$ cat config.mk
export PLATFORM = sky130hd
export DESIGN_NAME = bus_if
export DESIGN_NICKNAME = d
export VERILOG_FILES = /design/src/rtl/bus_if_pkg.sv /design/src/rtl/bus_if_chg_det.sv /design/src/rtl/bus_if.sv
export SDC_FILE = /design/constraint.sdc
export NUM_CORES = 1
export LEC_CHECK = 0
export CAP_MARGIN = 20
export CORE_MARGIN = 3
export CORE_UTILIZATION = 48
export CTS_CLUSTER_SIZE = 25
export DETAILED_ROUTE_END_ITERATION = 8
export GPL_TIMING_DRIVEN = 1
export PLACE_DENSITY = 0.85
export SETUP_SLACK_MARGIN = 0.15
export SYNTH_ARGS = -nofsm -noshare
export SYNTH_HDL_FRONTEND = slang
export SYNTH_HIERARCHICAL = 1
export SYNTH_SLANG_ARGS = --single-unit
$ cat constraint.sdc
create_clock -name clk -period 4.9 [get_ports clk]
set_input_delay 1.225 -clock clk [delete_from_list [all_inputs] [get_ports clk]]
set_output_delay 1.225 -clock clk [all_outputs]
set_load 0.01 [all_outputs]
$ cat src/rtl/bus_if_pkg.sv
// rtl/bus_if_pkg.sv - shared defaults and byte-merge helper for bus_if
package bus_if_pkg;

    localparam int DATA_W_DEF = 16;
    localparam int CNT_W_DEF  = 8;
    localparam int MERGE_W    = 64;

    // Widest supported word; callers zero-extend narrower words and take the low bits back.
    function automatic logic [MERGE_W-1:0] byte_merge(
        input logic [MERGE_W-1:0]   old_word,
        input logic [MERGE_W-1:0]   new_word,
        input logic [MERGE_W/8-1:0] be
    );
        logic [MERGE_W-1:0] merged;
        merged = old_word;
        for (int i = 0; i < MERGE_W / 8; i++) begin
            if (be[i]) begin
                merged[8*i +: 8] = new_word[8*i +: 8];
            end
        end
        return merged;
    endfunction

endpackage

$ cat src/rtl/bus_if_chg_det.sv
// rtl/bus_if_chg_det.sv - registered change pulse and previous-value capture
module bus_if_chg_det
    import bus_if_pkg::*;
#(
    parameter int                DATA_W  = DATA_W_DEF,
    parameter logic [DATA_W-1:0] RST_VAL = '0
) (
    input  logic              clk,
    input  logic              rst_n,
    input  logic [DATA_W-1:0] cur_data,
    input  logic [DATA_W-1:0] next_data,
    output logic              changed,
    output logic [DATA_W-1:0] prev_data
);

    logic differs;
    assign differs = (next_data != cur_data);

    always_ff @(posedge clk or negedge rst_n) begin
        if (!rst_n) begin
            changed   <= 1'b0;
            prev_data <= RST_VAL;
        end else begin
            changed <= differs;
            if (differs) begin
                prev_data <= cur_data;
            end
        end
    end

endmodule

$ cat src/rtl/bus_if.sv
// rtl/bus_if.sv - byte-enabled shared data register with write counter and change detect
module bus_if
    import bus_if_pkg::*;
#(
    parameter int                DATA_W  = DATA_W_DEF,
    parameter logic [DATA_W-1:0] RST_VAL = '0,
    parameter int                CNT_W   = CNT_W_DEF
) (
    input  logic                clk,
    input  logic                rst_n,
    input  logic                wr_en,
    input  logic [DATA_W/8-1:0] wr_be,
    input  logic [DATA_W-1:0]   wr_data,
    output logic [DATA_W-1:0]   data,
    output logic [DATA_W-1:0]   prev_data,
    output logic                changed,
    output logic [CNT_W-1:0]    wr_count
);

    logic [MERGE_W-1:0] merged;
    logic [DATA_W-1:0]  next_data;
    logic               unused_merge;

    assign merged       = byte_merge(MERGE_W'(data), MERGE_W'(wr_data), (MERGE_W/8)'(wr_be));
    assign unused_merge = ^merged;
    assign next_data    = wr_en ? merged[DATA_W-1:0] : data;

    always_ff @(posedge clk or negedge rst_n) begin
        if (!rst_n) begin
            data     <= RST_VAL;
            wr_count <= '0;
        end else begin
            data <= next_data;
            if (wr_en) begin
                wr_count <= wr_count + CNT_W'(1);
            end
        end
    end

    bus_if_chg_det #(
        .DATA_W  (DATA_W),
        .RST_VAL (RST_VAL)
    ) u_chg_det (
        .clk       (clk),
        .rst_n     (rst_n),
        .cur_data  (data),
        .next_data (next_data),
        .changed   (changed),
        .prev_data (prev_data)
    );

endmodule

==> results of run 1 <==
[routing by layer]
layer | vias to the layer above | wire [um] | track usage (%) | share of wire (%)
met1 | 576 | 1557 | 22.99 | 40
met5 | - | 0 | 0 | 0
li1 | 540 | - | - | -
met3 | 7 | 177 | 4.926 | 4.6
met2 | 35 | 2064 | 30.69 | 53
met4 | 0 | 68 | 8.685 | 1.8
[where the power goes]
part           internal (W)  leakage [nW]  switching [W]  total, W
clock              0.000112        0.0443       0.000102  0.000213
combinational      0.000220         0.559       0.000131  0.000351
sequential         0.000406         0.484      0.0000800  0.000486
[flip-flops by register name, indices dropped and copies added (netlist names)]
signal / count
u_chg_det/prev_data: 16
data: 16
wr_count: 8
u_chg_det/changed: 1
[kinds of logic (layout without fill, tap and decap cells)]
group	Yosys count	after routing	share of synthesized area, %
multiplexers	33	33	23.39
adder cells (fa/ha/maj)	1	1	0.6779
XOR/XNOR	23	23	10.92
AND/OR/NAND/NOR	16	16	8.000
buffers and inverters	3	70	1.423
flip-flops	41	41	55.59
[layout make-up]
cell class | instances | area (um^2)
Sequential cell | 41 | 1026
Fill cell | 260 | 940.9
Multi-Input combinational cell | 73 | 793.3
Timing Repair Buffer | 62 | 613.1
Clock buffer | 7 | 86.33
Tap cell | 46 | 57.56
Inverter | 1 | 3.754
[worst register-to-register path, delay by kind of cell, from the launching register on]
kind	cells	cell delay [ns]
buffers and inverters	1	0.30
multiplexers	2	0.65
XOR/XNOR	1	0.18
flip-flops	1	0.42
AND/OR/NAND/NOR	2	0.66
[cell usage after synthesis (2+ instances only)]
cell type,count
sky130_fd_sc_hd__nand2_8,2
sky130_fd_sc_hd__xor2_1,4
sky130_fd_sc_hd__buf_6,2
sky130_fd_sc_hd__nand2_1,2
sky130_fd_sc_hd__mux2_4,16
sky130_fd_sc_hd__xnor2_1,19
sky130_fd_sc_hd__dfrtp_1,41
sky130_fd_sc_hd__nand4_1,7
sky130_fd_sc_hd__nor2_1,2
sky130_fd_sc_hd__mux2_2,17
[through the flow]
step	total power (W)	instances	utilization [%]
floorplan	0.0006493	117	-
global route	0.001109	230	73.28
global placement	0.0008312	223	70.82
CTS	0.001065	230	73.28
finish	0.001051	230	73.28
detailed placement	0.0008460	223	70.82
[final timing paths]
check,from,endpoint,slack [ns]
worst max-delay path,wr_en,u_chg_det/prev_data[8]$_DFFE_PN0P_,0.95
worst min-delay path,wr_count[7]$_DFFE_PN0P_,wr_count[7]$_DFFE_PN0P_,0.48
worst max register to register,data[14]$_DFF_PN0_,u_chg_det/prev_data[8]$_DFFE_PN0P_,2.57
worst min register to register,wr_count[7]$_DFFE_PN0P_,wr_count[7]$_DFFE_PN0P_,0.48
max in group asynchronous,rst_n,wr_count[0]$_DFFE_PN0P_,3.29
min in group asynchronous,rst_n,data[11]$_DFF_PN0_,1.06
==> metrics.yaml, run 1 <==
die_width_um: 68.01
ys_seq_elements: 41
period_minus_slack_ns: 3.951
final_common_cell: "sky130_fd_sc_hd__clkdlybuf4s50_1"
post_dp_cell_area_mm2: 0.002494
cts_repair_resize_count: 0
number_of_cells_on_the_critical_path: 8
num_vias: 1158
fin_ws_ns: 0.9488
max_stage_delay_ns: 0.87
final_setup_violation_count: 0
pin_count: 62
warnings_synthesis: 6
maxSlewHeadroom_pct: 41.05
unrepaired_setup_endpoints_after_global_routing: "no"
clk_path_buf_depth: 2
ys_types: 15
rows: 21
synth.area.top_cells: "sky130_fd_sc_hd__dfrtp_1, sky130_fd_sc_hd__mux2_4, sky130_fd_sc_hd__mux2_2"
run_status: "complete, no violations"
grt_pass1_wl_mm: 6.113
vdd_drop_max_uv: 230.6
die_height_um: 68.01
clkSlewWorstSetupHoldPaths_ns: 0.07
final_hold_viol_count: 0
firstDrtPassIters: 4
drv.max_cap_violation_count: 0
finalSetupTns_ns: 0
routabilityCongestion: 0.8091
route.final.wire_length_mm: 3.867
fmax_achieved_mhz: 253.1
pwr_density_cell_mw_per_mm2: 407.2
avgViaCountPerCell: 5.035
layout.cell_area.non_filler_mm2: 0.002580
hold_path.class: "reg2reg"
clock_tree.htree_level_count: 2
layout_worst_path_cycle_share_pct: 80.64
end_kind: "register"
largest_net_degree_at_the_start_of_global_routing: 42
ff2ff_path_depth: 6
detail_route.iter0.violations: 32
net_count_of_the_mapped_netlist: 139
min_path_cells: 1
clock-skew-final_ns: 0.003221
holdBufCountCts: 0
final_max_slew_viol_count: 0
synth_edf_count: 0
detailedPlace.worstSlack_ns: 0.5953
clock-root-buffer: "sky130_fd_sc_hd__clkbuf_8"
cp.required_ns: 5.07
synth_flop_cell: "sky130_fd_sc_hd__dfrtp_1"
antenna_violations_before_repair: 0
route.antenna.remaining_nets: 0
leakage_nw: 1.088
cell_chain_critical_path: "clkdlybuf4s50_1 > nand2_8 > mux2_4 > xnor2_1 > nand4_1 > nor4_4 > buf_4 > mux2_2"
grt_pass1_vias: 1251
whs_ns: 0.4815
cts-buffers-inserted: 5
synth.top_cell.area_share_pct: 55.59
synthesis.instances: 117
design.final.nets: 206
crit_path_max_fanout: 13
synth_async_sr_flop_share_pct: 100.0
highest_count_cells_in_the_layout_ignoring_fill_and_taps: "sky130_fd_sc_hd__clkdlybuf4s50_1, sky130_fd_sc_hd__dfrtp_1, sky130_fd_sc_hd__xnor2_1"
tritoncts: "yes"
area_inside_the_core_boundary_mm2: 0.003521
die-area_mm2: 0.004625
placement.io_buffers: 61
critical_path_arrival_ns: 4.12
setup.worst_path.class: "in2reg"
drt-wirelength-per-cell_um: 16.81
worst_setup_path_start_kind: "primary input"
layout-area-overhead-vs-synth_pct: 39.80
yosysSeqAreaShare_pct: 55.59
critical_path.n_buffers_inverters: 2
timing.critical_path.slowest_stage_cell: "sky130_fd_sc_hd__clkdlybuf4s50_1"
globalRoute.totalOverflow: 0
post_route_cells_drive_above_1_share_pct: 25.00
drc: 0
grt.total_usage_pct: 18.72
critical_path.top_delay_family: "buffers and inverters"
max_slew.worst_pin.slew_ns: 0.8843
post_synth.cell_area_avg_um2: 15.77
netlist_area_mm2: 0.001846
antenna_cells: 0
post-synth-top-area-cell: "sky130_fd_sc_hd__dfrtp_1"
cts.sinks: 41
start_util_pct: 52.42
clock_latency_late_sink_ns: 0.28
postCtsSetupRepairBufs: 0
Power figures use the tool's default switching activity.
==> run 2, diff against run 1 <==
--- a/config.mk
+++ b/config.mk
@@ -7,11 +7,11 @@
 export LEC_CHECK = 0
 export CAP_MARGIN = 20
 export CORE_MARGIN = 3
-export CORE_UTILIZATION = 48
+export CORE_UTILIZATION = 41
 export CTS_CLUSTER_SIZE = 25
 export DETAILED_ROUTE_END_ITERATION = 8
 export GPL_TIMING_DRIVEN = 1
-export PLACE_DENSITY = 0.85
+export PLACE_DENSITY = 0.77
 export SETUP_SLACK_MARGIN = 0.15
 export SYNTH_ARGS = -nofsm -noshare
 export SYNTH_HDL_FRONTEND = slang
==> constraint.sdc (replaced) <==
create_clock -name clk -period 3.55 [get_ports clk]
set_input_delay 0.8875 -clock clk [delete_from_list [all_inputs] [get_ports clk]]
set_output_delay 0.8875 -clock clk [all_outputs]
set_load 0.01 [all_outputs]
==> run 2 against run 1 <==
Compared with the run above: utilization decreased by 11 points; clock power up 38%; final cell count rose by 3.0%; critical path depth rose by 1; cell area grew 1.1%; sequential share of layout area is 0.42 points lower; via count grew 1.8%; register-to-register slack got worse by 1.1 ns; global-route usage is 1.9 points lower; combinational power up 39%; power up 38%.
==> metrics.yaml, run 2 (synthesis gave the netlist of run 1 again) <==
grt_pass1_vias: 1331  # was 1251
clock_latency_late_sink_ns: 0.28  # about the same
drv.max_cap_violation_count: 0  # unchanged
postCtsSetupRepairBufs: 0  # unchanged
fmax_achieved_mhz: 327.4
largest_net_degree_at_the_start_of_global_routing: 42  # unchanged
detail_route.iter0.violations: 42  # was 32
clock-root-buffer: "sky130_fd_sc_hd__clkbuf_8"  # unchanged
design.final.nets: 209  # was 206
layout.filler_cells: 321  # was 260
worst_setup_path_start_kind: "primary input"  # unchanged
area_inside_the_core_boundary_mm2: 0.004173  # was 0.003521 mm^2
vdd_drop_max_uv: 311.2  # was 230.6 uV
holdBufCountCts: 0  # unchanged
antenna_violations_before_repair: 0  # unchanged
cp.required_ns: 3.72  # was 5.07 ns
largest_registers: "data: 16 flops, u_chg_det/prev_data: 16 flops, wr_count: 8 flops"  # unchanged
cell_chain_critical_path: "clkdlybuf4s50_1 > buf_4 > nand2_8 > mux2_4 > xnor2_1 > nand4_1 > nor4_4 > buf_4 > mux2_2"  # was clkdlybuf4s50_1 > nand2_8 > mux2_4 > xnor2_1 > nand4_1 > nor4_4 > buf_4 > mux2_2
leakage_nw: 1.103  # was 1.088 nW
end_kind: "register"  # unchanged
clkSlewWorstSetupHoldPaths_ns: 0.07  # about the same
highest_count_cells_in_the_layout_ignoring_fill_and_taps: "sky130_fd_sc_hd__clkdlybuf4s50_1, sky130_fd_sc_hd__dfrtp_1, sky130_fd_sc_hd__xnor2_1"  # unchanged
clock_tree.htree_level_count: 2  # unchanged
drt-wirelength-per-cell_um: 16.97  # was 16.81 um
firstDrtPassIters: 3  # was 4
finalSetupTns_ns: 0  # unchanged
layout.cells.non_filler: 237  # was 230
grt_pass1_wl_mm: 6.706  # was 6.113 mm
final_setup_violation_count: 0  # unchanged
die_width_um: 73.09  # was 68.01 um
unrepaired_setup_endpoints_after_global_routing: "no"  # unchanged
cts_repair_resize_count: 0  # unchanged
final_core_util_pct: 62.49  # was 73.28%
globalRoute.totalOverflow: 0  # unchanged
sequential_cell_area_mm2: 0.001026  # unchanged
drc: 0  # unchanged
max_slew.worst_pin.slew_ns: 0.8849  # was 0.8843 ns
layout_worst_path_cycle_share_pct: 86.04
layout.cell_area.non_filler_mm2: 0.002608  # was 0.002580 mm^2
start_util_pct: 44.23  # was 52.42%
die-area_mm2: 0.005342  # was 0.004625 mm^2
pwr_density_cell_mw_per_mm2: 557.3  # was 407.2 mW/mm^2
num_vias: 1179  # was 1158
power_w: 0.001453  # was 0.001051 W
layout-area-overhead-vs-synth_pct: 41.29  # was 39.80%
final_common_cell: "sky130_fd_sc_hd__clkdlybuf4s50_1"  # unchanged
period_minus_slack_ns: 3.054
pin_count: 62  # unchanged
rows: 23  # was 21
crit_path_max_fanout: 9  # was 13
final_hold_viol_count: 0  # unchanged
clock-skew-final_ns: 0.003198  # was 0.003221 ns
maxSlewHeadroom_pct: 41.01  # was 41.05%
final_max_slew_viol_count: 0  # unchanged
clk_path_buf_depth: 2  # unchanged
cts.sinks: 41  # unchanged
die_height_um: 73.09  # was 68.01 um
timing.critical_path.slowest_stage_cell: "sky130_fd_sc_hd__clkdlybuf4s50_1"  # unchanged
route.final.wire_length_mm: 4.022  # was 3.867 mm
max_stage_delay_ns: 0.46  # was 0.87 ns
avgViaCountPerCell: 4.975  # was 5.035
post_route_cells_drive_above_1_share_pct: 26.20  # was 25.00%
cts-buffers-inserted: 5  # unchanged
setup.worst_path.class: "in2reg"  # unchanged
dp_cells: 230  # was 223
hold_path.class: "reg2reg"  # unchanged
run_status: "complete, no violations"  # unchanged
multi_input_comb_area_um2: 793.3  # unchanged
post_dp_cell_area_mm2: 0.002521  # was 0.002494 mm^2
grt.total_usage_pct: 16.82  # was 18.72%
tritoncts: "yes"  # unchanged
critical_path_arrival_ns: 3.22  # was 4.12 ns
dp_hpwl_mm: 3.147
routabilityCongestion: 0.8203  # was 0.8091
placement.io_buffers: 61  # unchanged
route.antenna.remaining_nets: 0  # unchanged
antenna_cells: 0  # unchanged
critical-path-top-cell-by-count: "sky130_fd_sc_hd__buf_4"
## run 2: routing by layer
metal	vias up	global-route usage, %	wire length [um]
met4	0	7.787	96
met1	586	21.28	1643
li1	547	-	-
met3	7	3.581	182
met5	-	0	0
met2	39	27.41	2100
## run 2: where the power goes
group	leakage (nW)	switching [W]	internal, W
sequential	0.484	0.000110	0.000560
combinational	0.575	0.000181	0.000306
clock	0.0443	0.000141	0.000154
total	1.10	0.000432	0.00102
## run 2: path summary, 6_finish.rpt
check / start / to / slack (ns) / cells past startpoint
max: wr_en / u_chg_det/prev_data[10]$_DFFE_PN0P_ / 0.50 / 9
min: wr_count[7]$_DFFE_PN0P_ / wr_count[7]$_DFFE_PN0P_ / 0.49 / 1
max reg2reg: data[7]$_DFF_PN0_ / u_chg_det/prev_data[10]$_DFFE_PN0P_ / 1.48 / 6
min reg2reg: wr_count[7]$_DFFE_PN0P_ / wr_count[7]$_DFFE_PN0P_ / 0.49 / 1
max in group asynchronous: rst_n / u_chg_det/prev_data[11]$_DFFE_PN0P_ / 2.28 / 1
min in group asynchronous: rst_n / u_chg_det/prev_data[2]$_DFFE_PN0P_ / 0.73 / 1
## run 2: metrics by stage
step	setup slack, ns	hold WS, ns
2_1_floorplan	0.6764	0.5039
3_3_place_gp	0.2138	0.4575
3_5_place_dp	0.1696	0.4835
4_1_cts	0.4787	0.4977
5_1_grt	0.3382	0.5221
6_report	0.4957	0.4936
## run 2: final cells by class
class                   count  share of cell area [%]
repair buffers             65                   24.38
inverters                   1                  0.1440
clock buffers               7                   3.311
well taps                  50                   2.399
flip-flops and latches     41                   39.35
multi-input cells          73                   30.42
## run 2: critical path, delay by kind of cell
family	cells	cell delay, ns
mux	2	0.69
buf+inv	3	0.88
simple gates	3	0.62
xor+xnor	1	0.15
==> RTL edit 1 (settings of run 2) <==
Make the reset (`rst_n`) synchronous in 2 clocked blocks.
--- a/src/rtl/bus_if_chg_det.sv
+++ b/src/rtl/bus_if_chg_det.sv
@@ -16,7 +16,7 @@
     logic differs;
     assign differs = (next_data != cur_data);
 
-    always_ff @(posedge clk or negedge rst_n) begin
+    always_ff @(posedge clk) begin
         if (!rst_n) begin
             changed   <= 1'b0;
             prev_data <= RST_VAL;
--- a/src/rtl/bus_if.sv
+++ b/src/rtl/bus_if.sv
@@ -25,7 +25,7 @@
     assign unused_merge = ^merged;
     assign next_data    = wr_en ? merged[DATA_W-1:0] : data;
 
-    always_ff @(posedge clk or negedge rst_n) begin
+    always_ff @(posedge clk) begin
         if (!rst_n) begin
             data     <= RST_VAL;
             wr_count <= '0;
Function: differs if rst_n is asserted again (counterexample within 4 cycles, from zero or initial values and one cycle with rst_n low); with rst_n held inactive, the same outputs for 10 cycles.
==> RTL edit 1 against run 2 <==
  * Routed wire length down 3.5%
  * Sequential cell count unchanged
  * Non-clock buffer count fell by 1
  * Critical path depth down 1
  * Setup slack improved by 0.023 ns
  * Synthesized cell count increased by 55%
  * Design area grew 2.0%
  * Synthesized area rose by 4.3%
  * Die area rose by 4.0%
  * Critical path type unchanged
  * Highest routed layer unchanged
Power is not compared: it rests on default switching activity, and its combinational part moved more than twofold at a synthesized area within 25%.
==> RTL edit 1: results (changes against run 2) <==
- Share of cells above drive strength 1: 12.70% (was 26.20%)
- Top_reg_cell synth: dfxtp_1 (was dfrtp_1)
- Final #Nets: 266 (was 209)
- Final HPWL DP: 2890 um (was 3147 um)
- Worst Max-Slew Pin Slew: 0.8622 ns (was 0.8849 ns)
- Number of fillers in the final layout: 377 (was 321)
- Syn nets: 203 (was 139)
- DRT Pass-1 Iters: 4 (was 3)
- Min-delay worst type: reg -> reg (unchanged)
- RePlAce Congestion: 0.6929 (was 0.8203)
- Total track usage: 14.85% (was 16.82%)
- RR Startpoint: data[10] (was data[7])
- Netlist cell types: 24 (was 15)
- Hold-critical path depth: 2 (was 1)
- Largest net degree at the start of global routing: 59 (was 42)
- Async SR Flop Fraction: 0% (was 100.0%)
- Reg2reg setup slack: 1.70 ns (was 1.48 ns)
- Synth cell count leaders: dfxtp_1 (41), nand2_1 (35), and2_1 (20) (was dfrtp_1 (41), xnor2_1 (19), mux2_2 (17))
- Synth Area in XOR/XNOR: 9.097% (was 10.92%)
- Register area share after synthesis: 42.63% (was 55.59%)
- Layout Skew: 0.003247 ns (was 0.003198 ns)
- Wire per inst: 13.12 um (was 16.97 um)
- M2 GR Usage: 24.00% (was 27.41%)
- Ranking of synthesized cells by area: dfxtp_1 (43%), mux2_4 (12%), mux2i_1 (9.4%) (was dfrtp_1 (56%), mux2_4 (13%), mux2_2 (10%))
- Worst r2r dst: u_chg_det/changed (was u_chg_det/prev_data[10])
- Hold path start: u_chg_det/prev_data[13] (was wr_count[7])
- Hold Path End: u_chg_det/prev_data[13] (was wr_count[7])
- First-pass GRT wire length: 6244 um (was 6706 um)
- Post-synthesis mux area share: 21.83% (was 23.39%)
- Post-synthesis adder-cell area fraction: 0.6498% (was 0.6780%)
- WP data arrival: 3.21 ns (was 3.22 ns)
- Vias in the first global route: 1310 (was 1331)
- Complex-gate fraction of the synthesized area: 1.300% (was 0%)
- Crit-path max FO: 10 (was 9)
- Outcome: finished clean (unchanged)
- Total number of vias: 1380 (was 1179)
- Initial drt markers: 21 (was 42)
[RTL edit 1: cell types whose count changed after synthesis, sizes merged, moves of 3 or more]
cell / before / now
mux2: 33 / 16
dfxtp: 0 / 41
and2: 0 / 20
clkbuf: 0 / 6
mux2i: 0 / 18
dfrtp: 41 / 0
xor2: 4 / 1
nor2: 3 / 0
nand2: 4 / 37
[RTL edit 1: worst max-delay path by stage]
stage | startpoint | end | slack, ns | depth (start not counted)
finish | wr_en | u_chg_det/changed | 0.52 | 8
global route | wr_en | u_chg_det/changed | 0.36 | 8
CTS | wr_en | u_chg_det/changed | 0.48 | 8
detailed placement | wr_en | u_chg_det/changed | 0.17 | 8
global placement | wr_en | u_chg_det/changed | 0.19 | 8
floorplan | wr_en | u_chg_det/prev_data[10] | 0.79 | 8
[RTL edit 1: stage by stage]
stage / instance area [um^2] / hold WS (ns) / std cells / setup slack [ns]
floorplan: 1926 / 0.4823 / 181 / 0.7934
global placement: 2574 / 0.4450 / 289 / 0.1851
detailed placement: 2574 / 0.4523 / 289 / 0.1725
CTS: 2660 / 0.4625 / 296 / 0.4779
global route: 2660 / 0.4782 / 296 / 0.3577
finish: 2660 / 0.4566 / 296 / 0.5184
[RTL edit 1: critical path: stages]
cell and delay [ns]:
clkdlybuf4s50_1 0.71, nand2_8 0.15, mux2_4 0.33, xnor2_1 0.16
nand4_1 0.19, nor4_4 0.32, buf_4 0.25, and2b_1 0.20
[RTL edit 1: cells by family after synthesis]
logic type / count (synthesis)
and+or+nand+nor: 72
adders and majority gates: 1
AOI/OAI and AO/OA: 4
xor gates and xnor gates: 20
buffers and inverters: 9
DFF: 41
muxes: 34
[RTL edit 1: layout make-up]
class / instances / area share (%)
multi-input combinational: 131 / 39.70
sequential: 41 / 30.86
timing repair buffer: 64 / 23.61
clock buffer: 7 / 3.246
tap: 52 / 2.446
inverter: 1 / 0.1411
[RTL edit 1: power by group]
part           total, uW  internal (uW)  switching, uW
clock                299            154            145
combinational        170            101           69.1
sequential           495            478           17.5
total                964            733            231
[RTL edit 1: routing by layer]
metal / part of all wire, % / routed length [um]
met1: 47 / 1822
met2: 48 / 1869
met3: 3.8 / 146
met4: 1.1 / 44
met5: 0 / 0
==> RTL edit 2 (config.mk and constraints of run 2) <==
Without the edit above. `CNT_W_DEF`: 8 -> 10.
--- a/src/rtl/bus_if_pkg.sv
+++ b/src/rtl/bus_if_pkg.sv
@@ -2,7 +2,7 @@
 package bus_if_pkg;
 
     localparam int DATA_W_DEF = 16;
-    localparam int CNT_W_DEF  = 8;
+    localparam int CNT_W_DEF  = 10;
     localparam int MERGE_W    = 64;
 
     // Widest supported word; callers zero-extend narrower words and take the low bits back.
Ports: changed (resized wr_count); port bits go from 62 to 64. The function was not compared with the original's and may differ.
==> RTL edit 2 against run 2 <==
  * Sequential cell count increased by 2
  * Largest power group unchanged
  * Design area increased by 1.2%
  * Synthesized area increased by 1.0%
  * Setup slack improved by 0.011 ns
  * Largest cell class unchanged
  * Synthesized cell count increased by 7.7%
  * Highest routed layer unchanged
  * Critical path type unchanged
  * Combinational power decreased by 2%
  * Total power increased by 1.6%
  * Via count increased by 4.4%
  * Routed wire length increased by 0.30%
==> RTL edit 2: results (changes against run 2) <==
- Outcome: finished clean (unchanged)
- Port Buffers: 63 (was 61)
- Largest net degree at the start of global routing: 44 (was 42)
- Synth cell count leaders: dfrtp_1 (43), mux2_2 (33), xnor2_1 (21) (was dfrtp_1 (41), xnor2_1 (19), mux2_2 (17))
- Initial drt markers: 48 (was 42)
- Register area share after synthesis: 57.72% (was 55.59%)
- Wire per inst: 16.33 um (was 16.97 um)
- Worst skew pair latency: 0.28 ns (about the same)
- Antenna violations before repair: 0 (unchanged)
- CTS max path bufs: 2 (unchanged)
- Synth warn: 6 (unchanged)
- Final HPWL DP: 3148 um (was 3147 um)
- Largest delay share family, worst path: multiplexers (was buffers and inverters)
- Max VDD drop: 356.4 uV (was 311.2 uV)
- First-pass GRT wire length: 6686 um (was 6706 um)
- Top_reg_cell synth: dfrtp_1 (unchanged)
- Crit-path max cell delay: 0.49 ns (was 0.46 ns)
- Internal power: 1026 uW (was 1021 uW)
- Pleak: 0.001070 uW (was 0.001103 uW)
- Fin. Hold Viols: 0 (unchanged)
- CTS Buf Count: 5 (unchanged)
- Layout Skew: 0.003999 ns (was 0.003198 ns)
- Netlist cell types: 17 (was 15)
- Slowest CP cell: clkdlybuf4s50_1 (unchanged)
- Root Driver: clkbuf_8 (unchanged)
- Post-CTS Resized: 0 (unchanged)
- Number of fillers in the final layout: 328 (was 321)
- Crit-path max FO: 9 (unchanged)
- Total number of vias: 1231 (was 1179)
- RePlAce Congestion: 0.8115 (was 0.8203)
- Syn nets: 148 (was 139)
- Final #Nets: 219 (was 209)
- Setup_tns: 0 ns (unchanged)
- Clock slew seen by the registers of the worst setup and hold paths: 0.08 ns
- Postcts setup bufs: 0 (unchanged)
- Top Registers: data x16, u_chg_det/prev_data x16, wr_count x10 (was data x16, u_chg_det/prev_data x16, wr_count x8)
- WP data arrival: 3.21 ns (was 3.22 ns)
- Vias in the first global route: 1348 (was 1331)
- Ranking of synthesized cells by area: dfrtp_1 (58%), mux2_2 (20%), xnor2_1 (9.9%) (was dfrtp_1 (56%), mux2_4 (13%), mux2_2 (10%))
- # diodes: 0 (unchanged)
- H-tree depth: 2 (unchanged)
- DRT Pass-1 Iters: 4 (was 3)
- Total track usage: 16.33% (was 16.82%)
- Endpoints failing setup: 0 (unchanged)
- Share of cells above drive strength 1: 25.38% (was 26.20%)
- Placement Cell Area: 2552 um^2 (was 2521 um^2)
- Worst slew margin: 38.38% (was 41.01%)
[RTL edit 2: cell types whose count changed after synthesis, sizes merged]
cell,before,now
xnor2,19,21
nand2,4,5
and3,0,1
nand3,0,2
and4,0,1
nor2,3,1
nor3,0,2
dfrtp,41,43
[RTL edit 2: area by class of cell]
cell class | instances | area share, %
clock buffer | 6 | 3.128
inverter | 1 | 0.1422
timing repair buffer | 66 | 24.55
clock inverter | 1 | 0.1896
multi-input combinational | 80 | 28.86
sequential | 43 | 40.76
tap | 50 | 2.370
[RTL edit 2: power groups by stage]
stage | registers (uW) | logic (uW) | clock network, uW
floorplan | 729 | 183 | 0
global placement | 697 | 470 | 0
detailed placement | 704 | 484 | 0
CTS | 695 | 486 | 317
global route | 715 | 513 | 338
finish | 696 | 477 | 303
[RTL edit 2: cell families (layout without fill, tap and decap cells)]
family	Yosys count	in the layout	synth area share, %
simple gates	21	21	8.523
mux	33	33	19.93
flops	43	43	57.72
buf+inv	3	74	1.409
fa+ha+maj	1	1	0.6710
xor+xnor	25	25	11.74
[RTL edit 2: metrics by stage]
stage | utilization [%] | cells | worst slack (ns) | hold slack (ns)
2_1_floorplan | - | 126 | 0.6064 | 0.5039
3_3_place_gp | 60.75 | 240 | 0.2127 | 0.4576
3_5_place_dp | 60.75 | 240 | 0.1734 | 0.4689
4_1_cts | 62.83 | 247 | 0.4777 | 0.4797
5_1_grt | 62.83 | 247 | 0.3513 | 0.4918
6_report | 62.83 | 247 | 0.5070 | 0.4810
[RTL edit 2: final timing paths]
check	from	to	slack (ns)	cells past startpoint
setup / recovery	wr_en	u_chg_det/prev_data[4]	0.51	8
hold / removal	wr_count[9]	wr_count[9]	0.48	1
setup reg to reg	data[2]	u_chg_det/prev_data[4]	1.46	6
hold reg to reg	wr_count[9]	wr_count[9]	0.48	1
max in group asynchronous	rst_n	data[9]	2.24	1
min in group asynchronous	rst_n	wr_count[1]	0.74	1
[RTL edit 2: metal layers]
| metal | global-route usage (%) | wire (um) | share of wire, % |
|---|---|---|---|
| met1 | 19.95 | 1591 | 39 |
| met4 | 4.225 | 41 | 1.0 |
| met2 | 28.10 | 2221 | 55 |
| met5 | 0 | 0 | 0 |
| met3 | 4.925 | 179 | 4.4 |
